==> src/rtl/vga_clock_timekeeper.sv <==
// Time-of-day source for the VGA clock: BCD 24-hour time advanced by a clk prescaler,
// debounced adjust buttons, and a snapshot of the time reloaded only at frame start.
module vga_clock_timekeeper #(
  parameter int CLK_HZ          = 31500000,
  parameter int DEBOUNCE_CYCLES = 65536
) (
  input  logic       clk,
  input  logic       reset_n,
  input  logic       adj_hrs,
  input  logic       adj_min,
  input  logic       adj_sec,
  input  logic       frame_start,
  output logic [1:0] hrs_tens,
  output logic [3:0] hrs_units,
  output logic [2:0] min_tens,
  output logic [3:0] min_units,
  output logic [2:0] sec_tens,
  output logic [3:0] sec_units,
  output logic       sec_tick
);

  localparam int PW = (CLK_HZ > 1) ? $clog2(CLK_HZ) : 1;
  localparam int DW = $clog2(DEBOUNCE_CYCLES);
  localparam logic [PW-1:0] PRE_LAST = PW'(CLK_HZ - 1);
  localparam logic [DW-1:0] DB_LAST  = DW'(DEBOUNCE_CYCLES - 1);

  // ---------------------------------------------------------------- helpers
  function automatic logic is_59(input logic [2:0] t, input logic [3:0] u);
    return (t == 3'd5) && (u == 4'd9);
  endfunction

  function automatic logic [6:0] inc_mod60(input logic [2:0] t, input logic [3:0] u);
    logic [6:0] r;
    if (u == 4'd9) begin
      if (t == 3'd5) r = {3'd0, 4'd0};
      else           r = {t + 3'd1, 4'd0};
    end else begin
      r = {t, u + 4'd1};
    end
    return r;
  endfunction

  function automatic logic [5:0] inc_mod24(input logic [1:0] t, input logic [3:0] u);
    logic [5:0] r;
    if ((t == 2'd2) && (u == 4'd3)) r = {2'd0, 4'd0};
    else if (u == 4'd9)             r = {t + 2'd1, 4'd0};
    else                            r = {t, u + 4'd1};
    return r;
  endfunction

  // ---------------------------------------------------------------- prescaler
  logic [PW-1:0] pre_cnt_r;
  logic          tick_s;

  assign tick_s = (pre_cnt_r == PRE_LAST);

  // free-running one-second prescaler, untouched by adjusts
  always_ff @(posedge clk or negedge reset_n) begin
    if (!reset_n) begin
      pre_cnt_r <= '0;
    end else if (tick_s) begin
      pre_cnt_r <= '0;
    end else begin
      pre_cnt_r <= pre_cnt_r + PW'(1);
    end
  end

  // ---------------------------------------------------------------- buttons
  // index 0 = hours, 1 = minutes, 2 = seconds
  logic [2:0] btn_raw_s;
  logic [2:0] press_s;

  assign btn_raw_s = {adj_sec, adj_min, adj_hrs};

  for (genvar i = 0; i < 3; i++) begin : g_btn
    logic          sync1_r;
    logic          sync2_r;
    logic          stable_r;
    logic          press_r;
    logic [DW-1:0] db_cnt_r;

    // synchroniser, debounce counter and rising-edge press pulse
    always_ff @(posedge clk or negedge reset_n) begin
      if (!reset_n) begin
        sync1_r  <= 1'b0;
        sync2_r  <= 1'b0;
        stable_r <= 1'b0;
        press_r  <= 1'b0;
        db_cnt_r <= '0;
      end else begin
        sync1_r <= btn_raw_s[i];
        sync2_r <= sync1_r;
        press_r <= 1'b0;
        if (sync2_r == stable_r) begin
          db_cnt_r <= '0;
        end else if (db_cnt_r == DB_LAST) begin
          stable_r <= sync2_r;
          press_r  <= sync2_r;
          db_cnt_r <= '0;
        end else begin
          db_cnt_r <= db_cnt_r + DW'(1);
        end
      end
    end

    assign press_s[i] = press_r;
  end

  // ---------------------------------------------------------------- live time
  logic [1:0] h_t_r, h_t_s;
  logic [3:0] h_u_r, h_u_s;
  logic [2:0] m_t_r, m_t_s;
  logic [3:0] m_u_r, m_u_s;
  logic [2:0] s_t_r, s_t_s;
  logic [3:0] s_u_r, s_u_s;

  // adjusts take priority over the tick; a coinciding tick increment is dropped
  always_comb begin
    h_t_s = h_t_r;
    h_u_s = h_u_r;
    m_t_s = m_t_r;
    m_u_s = m_u_r;
    s_t_s = s_t_r;
    s_u_s = s_u_r;
    if (|press_s) begin
      if (press_s[0]) {h_t_s, h_u_s} = inc_mod24(h_t_r, h_u_r);
      else            {h_t_s, h_u_s} = {h_t_r, h_u_r};
      if (press_s[1]) {m_t_s, m_u_s} = inc_mod60(m_t_r, m_u_r);
      else            {m_t_s, m_u_s} = {m_t_r, m_u_r};
      if (press_s[2]) {s_t_s, s_u_s} = inc_mod60(s_t_r, s_u_r);
      else            {s_t_s, s_u_s} = {s_t_r, s_u_r};
    end else if (tick_s) begin
      {s_t_s, s_u_s} = inc_mod60(s_t_r, s_u_r);
      if (is_59(s_t_r, s_u_r)) begin
        {m_t_s, m_u_s} = inc_mod60(m_t_r, m_u_r);
        if (is_59(m_t_r, m_u_r)) {h_t_s, h_u_s} = inc_mod24(h_t_r, h_u_r);
        else                     {h_t_s, h_u_s} = {h_t_r, h_u_r};
      end else begin
        {m_t_s, m_u_s} = {m_t_r, m_u_r};
        {h_t_s, h_u_s} = {h_t_r, h_u_r};
      end
    end else begin
      {h_t_s, h_u_s, m_t_s, m_u_s, s_t_s, s_u_s} =
        {h_t_r, h_u_r, m_t_r, m_u_r, s_t_r, s_u_r};
    end
  end

  // live time registers and the registered second pulse
  always_ff @(posedge clk or negedge reset_n) begin
    if (!reset_n) begin
      h_t_r    <= 2'd0;
      h_u_r    <= 4'd0;
      m_t_r    <= 3'd0;
      m_u_r    <= 4'd0;
      s_t_r    <= 3'd0;
      s_u_r    <= 4'd0;
      sec_tick <= 1'b0;
    end else begin
      h_t_r    <= h_t_s;
      h_u_r    <= h_u_s;
      m_t_r    <= m_t_s;
      m_u_r    <= m_u_s;
      s_t_r    <= s_t_s;
      s_u_r    <= s_u_s;
      sec_tick <= tick_s;
    end
  end

  // snapshot captures the pre-update live time so digits are stable per frame
  always_ff @(posedge clk or negedge reset_n) begin
    if (!reset_n) begin
      hrs_tens  <= 2'd0;
      hrs_units <= 4'd0;
      min_tens  <= 3'd0;
      min_units <= 4'd0;
      sec_tens  <= 3'd0;
      sec_units <= 4'd0;
    end else if (frame_start) begin
      hrs_tens  <= h_t_r;
      hrs_units <= h_u_r;
      min_tens  <= m_t_r;
      min_units <= m_u_r;
      sec_tens  <= s_t_r;
      sec_units <= s_u_r;
    end else begin
      hrs_tens  <= hrs_tens;
      hrs_units <= hrs_units;
      min_tens  <= min_tens;
      min_units <= min_units;
      sec_tens  <= sec_tens;
      sec_units <= sec_units;
    end
  end

endmodule
==> config.mk <==
export PLATFORM = sky130hd
export DESIGN_NAME = vga_clock_timekeeper
export DESIGN_NICKNAME = d
export VERILOG_FILES = /design/src/rtl/vga_clock_timekeeper.sv
export SDC_FILE = /design/constraint.sdc
export NUM_CORES = 1
export LEC_CHECK = 0
export CORE_ASPECT_RATIO = 1.5
export CORE_MARGIN = 2
export CORE_UTILIZATION = 35
export CTS_BUF_LIST = sky130_fd_sc_hd__clkbuf_4 sky130_fd_sc_hd__clkbuf_8 sky130_fd_sc_hd__clkbuf_16
export CTS_CLUSTER_DIAMETER = 150
export DETAILED_ROUTE_END_ITERATION = 10
export PLACE_DENSITY = 0.52
export SYNTH_ARGS = -nofsm -noshare
export SYNTH_HDL_FRONTEND = slang
export SYNTH_SLANG_ARGS = --single-unit
==> constraint.sdc <==
create_clock -name clk -period 2.5 [get_ports clk]
set_input_delay 0.75 -clock clk [delete_from_list [all_inputs] [get_ports clk]]
set_output_delay 0.75 -clock clk [all_outputs]
set_load 0.02 [all_outputs]
==> results of run 1 <==
state kept, by name (all words and copies together) (netlist names), 4 cells and up:
| name | count |
|---|---|
| sec_units | 4 |
| h_u_r | 4 |
| pre_cnt_r | 25 |
| m_u_r | 4 |
| s_u_r | 4 |
| hrs_units | 4 |
| g_btn.db_cnt_r | 48 |
| min_units | 4 |
worst max-delay path, cell delays in order, from the launching register on:
cell,delay [ns]
dfrtp_1,0.38
ha_1,0.24
and4_2,0.33
nand4_4,0.15
o41ai_4,0.57
nand4_1,0.21
mux2_2,0.31
report_power, final:
part	switching, mW	internal (mW)	leakage, nW
clock network	0.912	1.68	0.300
logic	0.0700	0.0315	0.960
registers	0.0128	2.06	1.73
total	0.995	3.77	2.99
synth_stat cells, types with 2 or more instances:
cell type | count | area share (%)
xnor2_1 | 37 | 5.7
o31ai_1 | 2 | 0.27
nand2_1 | 35 | 2.3
o21ai_0 | 9 | 0.80
o21ai_1 | 2 | 0.18
nor3_1 | 9 | 0.80
mux2_2 | 29 | 5.8
and4bb_2 | 2 | 0.44
nand3_1 | 30 | 2.7
nor2b_1 | 5 | 0.55
and4_2 | 2 | 0.35
a21oi_1 | 3 | 0.27
nor2_1 | 79 | 5.3
or3_1 | 2 | 0.22
and4_1 | 7 | 1.1
and3_1 | 6 | 0.67
nand2b_1 | 3 | 0.33
a22o_1 | 2 | 0.31
inv_1 | 11 | 0.73
xor2_1 | 34 | 5.3
ha_1 | 7 | 1.6
nand4_1 | 18 | 2.0
nor3b_1 | 9 | 1.2
clkbuf_1 | 7 | 0.47
dfrtp_1 | 126 | 56
nor4_1 | 4 | 0.44
per-stage QoR:
step	worst slack, ns	cell area [sq um]	power [mW]	instances	hold slack, ns
floorplan	0.379	5640	2.14	500	0.331
global placement	0.268	6190	2.21	729	0.334
detailed placement	0.190	6190	2.21	729	0.335
CTS	0.172	6820	4.84	761	0.240
global route	0.0547	6820	4.95	761	0.247
finish	0.181	6820	4.76	761	0.246
routing by layer:
layer  track usage [%]  wire, um  vias to the layer above
li1                  -         -                     1822
met1              15.5      4480                     1836
met2              22.5      5440                       45
met3              4.05       202                        8
met4              5.19       127                        0
met5                 0         0                        -
logic make-up (layout without fill, tap and decap cells):
group / Yosys count / count (layout) / share of synthesized area, %
xor gates and xnor gates: 71 / 71 / 11.0
and+or+nand+nor: 222 / 222 / 20.8
muxes: 29 / 29 / 5.79
AOI/OAI and AO/OA: 25 / 25 / 3.52
adders and majority gates: 7 / 7 / 1.55
buffers and inverters: 20 / 78 / 1.46
DFF: 126 / 126 / 55.9
cell type report:
cell class | instances | area, sq um | area share (%)
multi-input cells | 354 | 2410 | 35.3
inverters | 11 | 41.3 | 0.605
clock inverters | 14 | 193 | 2.83
clock buffers | 18 | 433 | 6.35
flip-flops and latches | 126 | 3150 | 46.2
repair buffers | 35 | 338 | 4.95
well taps | 203 | 254 | 3.72
worst paths after layout:
path / to / cells after the start / slack (ns) / startpoint
setup / recovery: m_t_r[2] / 6 / 0.18 / pre_cnt_r[0]
hold / removal: g_btn[2].db_cnt_r[1] / 1 / 0.25 / reset_n
setup reg to reg: m_t_r[2] / 6 / 0.18 / pre_cnt_r[0]
hold reg to reg: g_btn[0].sync2_r / 0 / 0.35 / g_btn[0].sync1_r
max in group asynchronous: sec_units[1] / 2 / 1.50 / reset_n
min in group clk: g_btn[0].sync2_r / 0 / 0.35 / g_btn[0].sync1_r
==> flow_summary.json, run 1 <==
{
  "final.setup_skew_ns": 0.0113,
  "worstPathRequired_ns": 2.79,
  "ctsResizeCount": 0,
  "first_pass_grt_wire_length_um": 18200,
  "dieWidth_um": 108,
  "final_cell_mix": "126 x dfrtp_1, 79 x nor2_1, 37 x xnor2_1, 35 x nand2_1, 34 x xor2_1",
  "slew_headroom_pct": 62.0,
  "first_global_vias": 3890,
  "final-max-slew-violation-count": 0,
  "cts-buffers-inserted": 17,
  "cts.reportedPaths.clkPinSlew_ns": 0.06,
  "distinct_cell_type_count_of_the_synthesized_netlist": 46,
  "sequential_element_share_of_the_synthesized_area_pct": 55.9,
  "cts_num_sinks": 126,
  "synth_seq_cells": 126,
  "layout_min_cycle_time_ns": 2.32,
  "number_of_levels_the_h_tree_was_split_into": 4,
  "cp-end-kind": "flip-flop",
  "criticalPathCategory": "flip-flop to flip-flop",
  "crit_path_start_kind": "flip-flop",
  "n_fill_cell": 1463,
  "drtAntennaViolNets": 0,
  "drt_pass1_iterations": 4,
  "worst_ep_arrival_time_ns": 2.61,
  "timing_hold_violations_final": 0,
  "gp_routability_congestion": 0.750,
  "mean_number_of_vias_per_cell": 4.88,
  "post-dp-hpwl_um": 7180,
  "vdd_ir_drop_max_mv": 0.326,
  "wl_um": 10300,
  "max_cap_viol_count": 0,
  "post_synth.cell_area_avg_sq_um": 11.3,
  "groute.usage.overall_pct": 13.3,
  "layout-drive-gt1-share_pct": 15.1,
  "fmaxAchievable_ghz": 0.431,
  "grt_overflow": 0,
  "drc": 0,
  "vias": 3711,
  "io_buffer_count": 26,
  "height_of_the_chip_um": 160,
  "root_buffer": "clkbuf_16",
  "boundaryPins": 27,
  "synth_top_flop_cell": "dfrtp_1",
  "grt_setup_unrepaired": "no",
  "floorplan.core_area_sq_um": 15700,
  "syn2layout_area_growth_pct": 20.8,
  "setup_tns_ns": 0,
  "synth-edff-count": 0,
  "worst_pin_slew_ns": 0.564,
  "pin_count_of_the_biggest_net_entering_global_routing": 54,
  "outcome": "complete, no violations",
  "die_area_sq_um": 17200,
  "cts_hold_buffers": 0,
  "antenna_found_initial": 0,
  "clock_path_buffers": 2,
  "layout_nets": 558,
  "power_density_nw_per_um2": 698,
  "finalCoreUtilization_pct": 43.5,
  "ys_async_rst_share_pct": 100,
  "detail_route.iter0.violations": 149,
  "clk-insertion-delay-late_ns": 0.41,
  "synthesis.nets": 513,
  "tritoncts": "yes",
  "route.detailed.wl_per_inst_um": 13.5,
  "worst_hold_path_type": "input pin to async pin",
  "diodes": 0,
  "row_count": 56,
  "post_synth_inst_count": 500,
  "min_period_over_period_pct": 92.8,
  "cts_setup_buffers": 0,
  "crit_fanout": 7,
  "start_util_pct": 36.0,
  "yosys_warnings": 0,
  "layout.cells.most_common": "dfrtp_1",
  "power.leakage_nw": 2.99,
  "timing.final.setup_violations": 0,
  "netlist_area_sq_um": 5640
}
(Power assumes the default switching activity.)
==> run 2: changes to the inputs <==
--- a/config.mk
+++ b/config.mk
@@ -6,7 +6,7 @@
 export NUM_CORES = 1
 export LEC_CHECK = 0
 export CORE_ASPECT_RATIO = 1.5
-export CORE_MARGIN = 2
+export CORE_MARGIN = 5
 export CORE_UTILIZATION = 35
 export CTS_BUF_LIST = sky130_fd_sc_hd__clkbuf_4 sky130_fd_sc_hd__clkbuf_8 sky130_fd_sc_hd__clkbuf_16
 export CTS_CLUSTER_DIAMETER = 150
==> run 2 against run 1 <==
Against the previous run:
- setup slack better by 0.051 ns
- cell area is 1.2% higher
- global-route usage is 1.4 points lower
- critical endpoint is now m_t_r[1]
- highest routed layer unchanged
==> flow_summary.json, run 2 (synthesis results as in run 1) <==
{
  "power.leakage_nw": 3.03,
  "drt_pass1_iterations": 4,
  "final-max-slew-violation-count": 0,
  "crit_fanout": 7,
  "vdd_ir_drop_max_mv": 0.413,
  "final_cell_mix": "126 x dfrtp_1, 79 x nor2_1, 37 x xnor2_1, 35 x nand2_1, 34 x xor2_1",
  "cts-buffers-inserted": 17,
  "floorplan.core_area_sq_um": 16000,
  "placed_area_sq_um": 6200,
  "worst_pin_slew_ns": 0.573,
  "timing_hold_violations_final": 0,
  "gp_routability_congestion": 0.795,
  "grt_overflow": 0,
  "drtAntennaViolNets": 0,
  "crit_path_start_kind": "flip-flop",
  "min_period_over_period_pct": 90.7,
  "cts_hold_buffers": 0,
  "antenna_found_initial": 0,
  "wl_um": 10100,
  "largest_reg_flops": 48,
  "layout_nets": 558,
  "worst_ep_arrival_time_ns": 2.56,
  "height_of_the_chip_um": 166,
  "numPlacedInstances": 732,
  "largest_registers": "g_btn.db_cnt_r x48, pre_cnt_r x25",
  "pin_count_of_the_biggest_net_entering_global_routing": 65,
  "cp-end-kind": "flip-flop",
  "outcome": "complete, no violations",
  "diodes": 0,
  "layout.cells.most_common": "dfrtp_1",
  "worst_hold_path_type": "input pin to async pin",
  "slew_headroom_pct": 61.5,
  "boundaryPins": 27,
  "grt_setup_unrepaired": "no",
  "ctsResizeCount": 0,
  "route.detailed.wl_per_inst_um": 13.2,
  "dieWidth_um": 114,
  "max_cap_viol_count": 0,
  "mean_number_of_vias_per_cell": 4.82,
  "first_global_vias": 3915,
  "cts_num_sinks": 126,
  "fin_total_pwr_mw": 5.08,
  "fin_cells": 764,
  "detail_route.iter0.violations": 123,
  "clock_path_buffers": 2,
  "clk-insertion-delay-late_ns": 0.41,
  "number_of_levels_the_h_tree_was_split_into": 4,
  "power_density_nw_per_um2": 736,
  "start_util_pct": 35.2,
  "groute.usage.overall_pct": 11.9,
  "layout-drive-gt1-share_pct": 15.1,
  "die_area_sq_um": 18800,
  "regMostFlops": "g_btn.db_cnt_r",
  "root_buffer": "clkbuf_16",
  "criticalPathCategory": "flip-flop to flip-flop",
  "cts_setup_buffers": 0,
  "finalCoreUtilization_pct": 43.0,
  "setup_tns_ns": 0,
  "worstPathRequired_ns": 2.80,
  "drc": 0,
  "layout_min_cycle_time_ns": 2.27,
  "cts.reportedPaths.clkPinSlew_ns": 0.06,
  "postLayoutCellArea_sq_um": 6900,
  "row_count": 57,
  "tritoncts": "yes",
  "reg2reg_slack_ns": 0.23,
  "io_buffer_count": 26,
  "final.setup_skew_ns": 0.0133,
  "vias": 3681,
  "syn2layout_area_growth_pct": 22.3,
  "fmaxAchievable_ghz": 0.441,
  "first_pass_grt_wire_length_um": 18000,
  "post-dp-hpwl_um": 7130,
  "timing.final.setup_violations": 0
}
-- run 2: cell count changes in the layout (fill, tap and decap cells not counted) --
cell / before / now
bufinv_16: 4 / 7
clkinvlp_4: 3 / 0
clkinv_2: 3 / 1
clkbuf_8: 0 / 1
clkinv_4: 3 / 4
-- run 2: through the flow --
stage                     hold slack [ns]  setup slack (ns)
after floorplan                     0.331             0.379
after global placement              0.335             0.240
after detailed placement            0.339             0.225
after CTS                           0.154             0.207
after global routing                0.150            0.0606
final                               0.167             0.232
-- run 2: area by class of cell --
| type | count | area [sq um] |
|---|---|---|
| repair buffers | 35 | 338 |
| well taps | 206 | 258 |
| flip-flops and latches | 126 | 3150 |
| clock inverters | 13 | 259 |
| multi-input cells | 354 | 2410 |
| inverters | 11 | 41.3 |
| clock buffers | 19 | 447 |
| fillers | 1504 | 9140 |
-- run 2: worst max-delay path: stages (launching register included) --
cell and delay (ns):
dfrtp_1 0.38, ha_1 0.23, and4_2 0.32, nand4_4 0.15, o41ai_4 0.55, nand4_1 0.21
mux2_2 0.30
-- run 2: power by group --
group | internal (mW) | total (mW) | leakage, nW | switching, mW
Clock | 2.02 | 2.91 | 0.345 | 0.896
Sequential | 2.06 | 2.07 | 1.73 | 0.0122
Combinational | 0.0318 | 0.100 | 0.960 | 0.0684
Total | 4.10 | 5.08 | 3.03 | 0.977
-- run 2: worst paths after layout --
| path | from | end | cells past startpoint |
|---|---|---|---|
| max | pre_cnt_r[0] | m_t_r[1] | 6 |
| min | reset_n | g_btn[2].db_cnt_r[4] | 1 |
| max reg2reg | pre_cnt_r[0] | m_t_r[1] | 6 |
| min reg2reg | g_btn[0].sync1_r | g_btn[0].sync2_r | 0 |
| max in group asynchronous | reset_n | pre_cnt_r[24] | 2 |
| min in group clk | g_btn[0].sync1_r | g_btn[0].sync2_r | 0 |
-- run 2: metal layers --
| metal | wire, um | part of all wire, % | track usage, % |
|---|---|---|---|
| met5 | 0 | 0 | 0 |
| met4 | 184 | 1.8 | 5.25 |
| met3 | 232 | 2.3 | 3.35 |
| met2 | 5410 | 54 | 21.0 |
| met1 | 4250 | 42 | 13.2 |
==> run 3: changes to the inputs <==
--- a/config.mk
+++ b/config.mk
@@ -7,11 +7,11 @@
 export LEC_CHECK = 0
 export CORE_ASPECT_RATIO = 1.5
 export CORE_MARGIN = 5
-export CORE_UTILIZATION = 35
+export CORE_UTILIZATION = 55
 export CTS_BUF_LIST = sky130_fd_sc_hd__clkbuf_4 sky130_fd_sc_hd__clkbuf_8 sky130_fd_sc_hd__clkbuf_16
 export CTS_CLUSTER_DIAMETER = 150
 export DETAILED_ROUTE_END_ITERATION = 10
-export PLACE_DENSITY = 0.52
+export PLACE_DENSITY = 0.75
 export SYNTH_ARGS = -nofsm -noshare
 export SYNTH_HDL_FRONTEND = slang
 export SYNTH_SLANG_ARGS = --single-unit
==> run 3 against run 2 <==
Against the previous run:
- global-route usage up 6.7 points
- maximum frequency is 0.57% lower
- via count up 2.5%
- die area is 34% lower
- critical path depth unchanged
- non-clock buffer count is the same
- highest routed layer unchanged
==> flow_summary.json, run 3 (synthesis results as in run 1) <==
{
  "cts_setup_buffers": 0,
  "die_area_sq_um": 12400,
  "clock_path_buffers": 2,
  "post-dp-hpwl_um": 6970,
  "worst_hold_path_type": "input pin to async pin",
  "final-max-slew-violation-count": 0,
  "power.sequential.fraction_pct": 45.1,
  "cts-buffers-inserted": 17,
  "crit_fanout": 6,
  "r2r_cells": 6,
  "timing.rr.end": "h_u_r[3]",
  "setup_tns_ns": 0,
  "fmaxAchievable_ghz": 0.438,
  "gp_routability_congestion": 0.857,
  "clock_power_share_pct": 52.6,
  "finalHoldWorstSlack_ns": 0.339,
  "timing.rr.start": "pre_cnt_r[0]",
  "cts.reportedPaths.clkPinSlew_ns": 0.05,
  "slew_headroom_pct": 57.0,
  "dieWidth_um": 92.7,
  "height_of_the_chip_um": 134,
  "antenna_found_initial": 0,
  "mean_number_of_vias_per_cell": 5.59,
  "route.detailed.wl_per_inst_um": 15.3,
  "ctsResizeCount": 0,
  "fin_total_pwr_mw": 4.59,
  "floorplan.core_area_sq_um": 10100,
  "power.leakage_nw": 2.98,
  "boundaryPins": 27,
  "criticalPathCategory": "flip-flop to flip-flop",
  "grt_overflow": 0,
  "diodes": 0,
  "cts_num_sinks": 126,
  "layout.cells.most_common": "dfrtp_1",
  "worst_ep_arrival_time_ns": 2.62,
  "vdd_ir_drop_max_mv": 0.472,
  "worstPathRequired_ns": 2.84,
  "postLayoutCellArea_sq_um": 6680,
  "power_density_nw_per_um2": 686,
  "regMostFlops": "g_btn.db_cnt_r",
  "vias": 3774,
  "n_fill_cell": 734,
  "power_frac_comb_pct": 2.2,
  "first_pass_grt_wire_length_um": 18200,
  "row_count": 45,
  "largest_reg_flops": 48,
  "final_cell_mix": "126 x dfrtp_1, 79 x nor2_1, 37 x xnor2_1, 35 x nand2_1, 34 x xor2_1",
  "first_global_vias": 3949,
  "placed_area_sq_um": 6090,
  "drc": 0,
  "worst_pin_slew_ns": 0.640,
  "clk-insertion-delay-late_ns": 0.41,
  "timing_hold_violations_final": 0,
  "largest_registers": "g_btn.db_cnt_r x48, pre_cnt_r x25",
  "tritoncts": "yes",
  "root_buffer": "clkbuf_16",
  "p_switching_mw": 0.935,
  "layout_min_cycle_time_ns": 2.28,
  "max_cap_viol_count": 0,
  "syn2layout_area_growth_pct": 18.4,
  "groute.usage.overall_pct": 18.5,
  "outcome": "complete, no violations",
  "crit_path_start_kind": "flip-flop",
  "internal_power_mw": 3.65,
  "reg2reg_slack_ns": 0.22,
  "pin_count_of_the_biggest_net_entering_global_routing": 51,
  "wl_um": 10300,
  "timing.final.setup_violations": 0,
  "detail_route.iter0.violations": 106,
  "number_of_levels_the_h_tree_was_split_into": 4,
  "grt_setup_unrepaired": "no",
  "start_util_pct": 56.0,
  "layout-drive-gt1-share_pct": 15.1,
  "final.setup_skew_ns": 0.0108,
  "sw_frac_of_total_pct": 20.4,
  "drt_pass1_iterations": 4,
  "cts_hold_buffers": 0,
  "cp-end-kind": "flip-flop",
  "drtAntennaViolNets": 0,
  "min_period_over_period_pct": 91.2,
  "layout_nets": 558,
  "io_buffer_count": 26
}
-- run 3: power groups by stage --
stage | sequential, mW | combinational [mW] | clock [mW]
2_1_floorplan | 2.10 | 0.0412 | 0
3_3_place_gp | 2.10 | 0.102 | 0
3_5_place_dp | 2.11 | 0.105 | 0
4_1_cts | 2.07 | 0.106 | 2.46
5_1_grt | 2.07 | 0.120 | 2.56
6_report | 2.07 | 0.102 | 2.41
-- run 3: worst max-delay path by stage --
stage	slack (ns)	endpoint	start
finish	0.22	h_u_r[3]	pre_cnt_r[0]
global route	0.09	h_u_r[2]	pre_cnt_r[0]
CTS	0.20	h_u_r[3]	pre_cnt_r[0]
detailed placement	0.21	h_u_r[3]	pre_cnt_r[0]
global placement	0.25	h_u_r[3]	pre_cnt_r[0]
floorplan	0.38	h_t_r[0]	pre_cnt_r[0]
-- run 3: routing by layer --
| metal | vias up | routed length, um | track usage [%] |
|---|---|---|---|
| li1 | 1826 | - | - |
| met2 | 54 | 5570 | 32.3 |
| met1 | 1867 | 4190 | 21.0 |
| met4 | 0 | 307 | 8.88 |
| met5 | - | 0 | 0 |
| met3 | 27 | 263 | 4.83 |
-- run 3: layout make-up --
type	count	area, sq um	share of cell area (%)
clock buffers	21	480	7.19
clock inverters	11	114	1.70
inverters	11	41.3	0.618
multi-input cells	354	2410	36.0
flip-flops and latches	126	3150	47.2
well taps	117	146	2.19
repair buffers	35	338	5.06
-- run 3: critical path, cell delays in order (launching register included) --
cell and delay, ns:
dfrtp_1 0.38, ha_1 0.23, and4_2 0.31, nand4_4 0.15, o41a_1 0.53, or4b_1 0.52
nand3_1 0.09
-- run 3: stage by stage --
step | util [%] | setup WS, ns | instances
floorplan | - | 0.379 | 500
global placement | 60.4 | 0.253 | 643
detailed placement | 60.4 | 0.213 | 643
CTS | 66.3 | 0.204 | 675
global route | 66.3 | 0.0921 | 675
finish | 66.3 | 0.219 | 675
